**src/rtl/shift_rotate_alu.sv**
```systemverilog
// 16-bit shift/rotate execution slice: four 4-stage log shifters (sll, srl, rol, ror)
// feed a 4:1 select in front of a registered result with a one-cycle valid strobe.
module shift_rotate_alu (
  input  logic        clk,
  input  logic        rst,
  input  logic        in_valid,
  input  logic [1:0]  choice,
  input  logic [15:0] i0,
  input  logic [3:0]  shift_by,
  output logic [15:0] o,
  output logic        out_valid
);

  // Element k holds the operand after stages 0..k-1; element 4 is the engine result.
  logic [15:0] sll_s [0:4];
  logic [15:0] srl_s [0:4];
  logic [15:0] rol_s [0:4];
  logic [15:0] ror_s [0:4];

  logic [15:0] sel_res;
  logic [15:0] o_d, o_q;
  logic        out_valid_d, out_valid_q;

  assign sll_s[0] = i0;
  assign srl_s[0] = i0;
  assign rol_s[0] = i0;
  assign ror_s[0] = i0;

  genvar gi;
  generate
    for (gi = 0; gi < 4; gi++) begin : g_stage
      localparam int unsigned SH = 1 << gi;
      assign sll_s[gi+1] = shift_by[gi] ? {sll_s[gi][15-SH:0], {SH{1'b0}}} : sll_s[gi];
      assign srl_s[gi+1] = shift_by[gi] ? {{SH{1'b0}}, srl_s[gi][15:SH]} : srl_s[gi];
      assign rol_s[gi+1] = shift_by[gi] ? {rol_s[gi][15-SH:0], rol_s[gi][15:16-SH]} : rol_s[gi];
      assign ror_s[gi+1] = shift_by[gi] ? {ror_s[gi][SH-1:0], ror_s[gi][15:SH]} : ror_s[gi];
    end
  endgenerate

  always_comb begin
    sel_res     = sll_s[4];
    o_d         = o_q;
    out_valid_d = in_valid;
    case (choice)
      2'b00:   sel_res = sll_s[4];
      2'b01:   sel_res = srl_s[4];
      2'b10:   sel_res = rol_s[4];
      default: sel_res = ror_s[4];
    endcase
    if (in_valid) o_d = sel_res;
  end

  always_ff @(posedge clk or posedge rst) begin
    if (rst) begin
      o_q         <= 16'h0000;
      out_valid_q <= 1'b0;
    end else begin
      o_q         <= o_d;
      out_valid_q <= out_valid_d;
    end
  end

  assign o         = o_q;
  assign out_valid = out_valid_q;

endmodule

```
**config.mk**
```make
export PLATFORM = sky130hd
export DESIGN_NAME = shift_rotate_alu
export DESIGN_NICKNAME = d
export VERILOG_FILES = /design/src/rtl/shift_rotate_alu.sv
export SDC_FILE = /design/constraint.sdc
export NUM_CORES = 1
export LEC_CHECK = 0
export CORE_ASPECT_RATIO = 2
export CORE_MARGIN = 4
export CORE_UTILIZATION = 25
export CTS_BUF_LIST = sky130_fd_sc_hd__clkbuf_8
export DETAILED_ROUTE_END_ITERATION = 8
export PLACE_DENSITY_LB_ADDON = 0.15
export RECOVER_POWER = 50
export SETUP_SLACK_MARGIN = 0.02
export SLEW_MARGIN = 20
export SYNTH_ARGS = -nofsm -noshare
export SYNTH_HDL_FRONTEND = slang
export SYNTH_SLANG_ARGS = --single-unit
```
**constraint.sdc**
```tcl
create_clock -name clk -period 1 [get_ports clk]
set_input_delay 0.2 -clock clk [delete_from_list [all_inputs] [get_ports clk]]
set_output_delay 0.2 -clock clk [all_outputs]
set_load 0.05 [all_outputs]
```
==> flow_summary.toml <==
[yosys]
syn_nets = 370
synth_compound_area_share_pct = 21.11
ys_seq_area_share_pct = 13.34
ys_ff_latch = 17
yosys_warnings = 0
syn-cell-area_um2 = 3188
synth_edf_count = 0
synth_top_cell_by_area = "mux4_2"
synth-xor-area-share_pct = 0
synth_top_family_by_area = "multiplexers"
synth_ff_type = "dfrtp_1"
synthMuxAreaShare_pct = 43.64
synthSimpleGateAreaFrac_pct = 13.38
async_reset_ff_share_pct = 100.0
synth_cells = 345
synth_top_area_share_pct = 24.02
syn_area_per_cell_um2 = 9.241
yosys.area_share.adder_pct = 0
netlist_top_cells_area = "mux4_2 24%, dfrtp_1 13%, mux2_2 9.5%"
synth_cell_types = 58

[setup_path]
crit_path_start = "shift_by[1]"
r2r_setup_slack_ns = 0.02
path_class = "input pin to flop"
required_ns = 1.15
r2r_start = "o[13]"
worstSetupEndpointType = "flop"
critPathArrivalTime_ns = 1.83
cp_max_fo = 7
critPathLaunchType = "input pin"

[routing]
routed_wl_mm = 13.58
dr.first_iter.drc_count = 108
vias_per_cell = 5.590
firstDrtPassIters = 4
drcViolationCount = 0
wl_per_cell_um = 21.32
postRouteAntennaNets = 0
via_count = 3561

[die]
die_width_um = 87.85
start_util_pct = 25.39
coreArea_um2 = 12550
die_y_um = 167.7
dieArea_um2 = 14730
pin_count = 42
rows = 58

[sta]
max_freq_mhz = 597.1
hold_slack_ns = 0.4584
finalCriticalPeriod_ns = 1.675
clock_skew_ns = 0
finalMaxSlewViolations = 0
hold_viol_final = 0
setup_viol = 33
finalSetupTns_ns = -10.08
rsz0062_at_grt = "yes"
slew_headroom_pct = 70.42
worst_slack_ns = -0.6749
final.period_utilization_pct = 167.5
worst_pin_slew_ns = 0.4437

[clocking]
cts_sinks = 17
worst_skew_pair.late_latency_ns = 0.26
cts-hold-fix-buffers = 0
clk_pin_slew_ns = 0.07
cts_buffers = 3
clockBufferDepth = 2
cts_tree = "done"
cts_max_level = 1
cts_root_buf = "clkbuf_8"

[cells_and_area]
finalInstanceArea_um2 = 5483
final_common_cell = "buf_4"
diodes = 0
postLayoutCoreUtil_pct = 43.67
drive_gt1_share_pct = 63.66
final_cell_mix = "106 x buf_4, 35 x mux4_2, 34 x buf_6"
layout.nets = 513
final.fill_count = 1215
area.growth.synth_to_final_pct = 71.98

[global_routing]
grt_pass1_wl_mm = 20.94
grt_use_total_pct = 18.69
grt_pass1_vias = 3764
antenna_found_initial = 0
grt_util_met3_pct = 0.7878
globalRoute.busiestLayer = "met2"
grt_use_met2_pct = 34.63
use_met1_pct = 17.75
grt_max_degree = 28
grt_overflow = 0

[placed_design]
placed_area_um2 = 4676
preCtsSetupSlack_ns = -1.424
place_congestion = 0.8654
numPortBuffers = 41
hpwlAfterDp_mm = 10.80

[power_and_ir_drop]
p_per_area_nw_per_um2 = 872.9
p_leak_uw = 0.002253
irDropWorstVdd_mv = 0.7993

[worst_hold_path]
worstHoldPathType = "input pin to async pin"

[flow_run]
maxCapViolCount = 0

[outcome]
violations = "negative setup slack"
status = "finished with violations"
flip-flops by register name (all words and copies together), names as in the netlist:
register,flops
out_valid,1
o,16
where the power goes:
group,leakage (uW),internal [uW],switching (uW),total [uW]
logic,0.00203,1780,1580,3360
registers,0.000199,787,103,890
clock network,0.0000255,278,257,534
total,0.00225,2840,1940,4790
repair_timing:
action | CTS | global route
resized for setup | 173 | 41
gates cloned | 6 | 0
pin swaps | 18 | 20
setup endpoints to repair | 33 | 33
setup buffers | 20 | 5
per-stage QoR:
step                instances  total power [uW]
finish                    637              4786
CTS                       633              4655
detailed placement        603              3733
global placement          603              3721
floorplan                 345              2412
global route              637              5021
path summary, 6_finish.rpt:
check                         to  cells past startpoint
max reg2reg                o[13]                      3
min reg2reg                o[11]                      1
max                        o[14]                      7
min                        o[14]                      3
max in group asynchronous  o[15]                      3
min in group clk           o[11]                      1
area by class of cell:
type / instances / area [um2] / area share, %
multi-input combinational: 273 / 2867 / 52.28
inverter: 7 / 27.53 / 0.5021
tap: 150 / 187.7 / 3.423
sequential: 17 / 425.4 / 7.759
clock buffer: 3 / 41.29 / 0.7531
timing repair buffer: 186 / 1929 / 35.19
clock inverter: 1 / 5.005 / 0.09128
critical path, cell delays in order:
cell and delay (ns):
buf_12 0.12, buf_6 0.15, mux4_2 0.60, mux2_4 0.32, a21oi_1 0.15, a21oi_1 0.09, o22a_1 0.18
cell usage after synthesis (3+ instances only):
| master | instances |
|---|---|
| mux4_2 | 34 |
| mux2i_1 | 28 |
| mux2_2 | 27 |
| clkbuf_1 | 25 |
| nor2_1 | 24 |
| nand2_1 | 18 |
| o21ai_0 | 18 |
| dfrtp_1 | 17 |
| buf_2 | 12 |
| a21oi_1 | 10 |
| a31oi_1 | 10 |
| nor3_1 | 10 |
| nand2b_1 | 7 |
| o211ai_1 | 7 |
| o22ai_1 | 7 |
| inv_1 | 6 |
| nor2b_1 | 6 |
| buf_4 | 5 |
| nand3_1 | 5 |
| o31ai_1 | 5 |
| or2_2 | 4 |
| a2111oi_0 | 3 |
| a311oi_1 | 3 |
| buf_1 | 3 |
| nor4_1 | 3 |
| o211a_1 | 3 |
| o221ai_1 | 3 |
| o22a_1 | 3 |
kinds of logic after synthesis:
logic type | after synthesis
AOI/OAI and AO/OA | 95
buffers and inverters | 55
muxes | 91
DFF | 17
and+or+nand+nor | 87
per-layer routing:
layer,routed length [um],part of all wire [%]
met5,0,0
met4,1323,9.7
met3,262,1.9
met2,7705,57
met1,4286,32
Power figures use the tool's default switching activity.
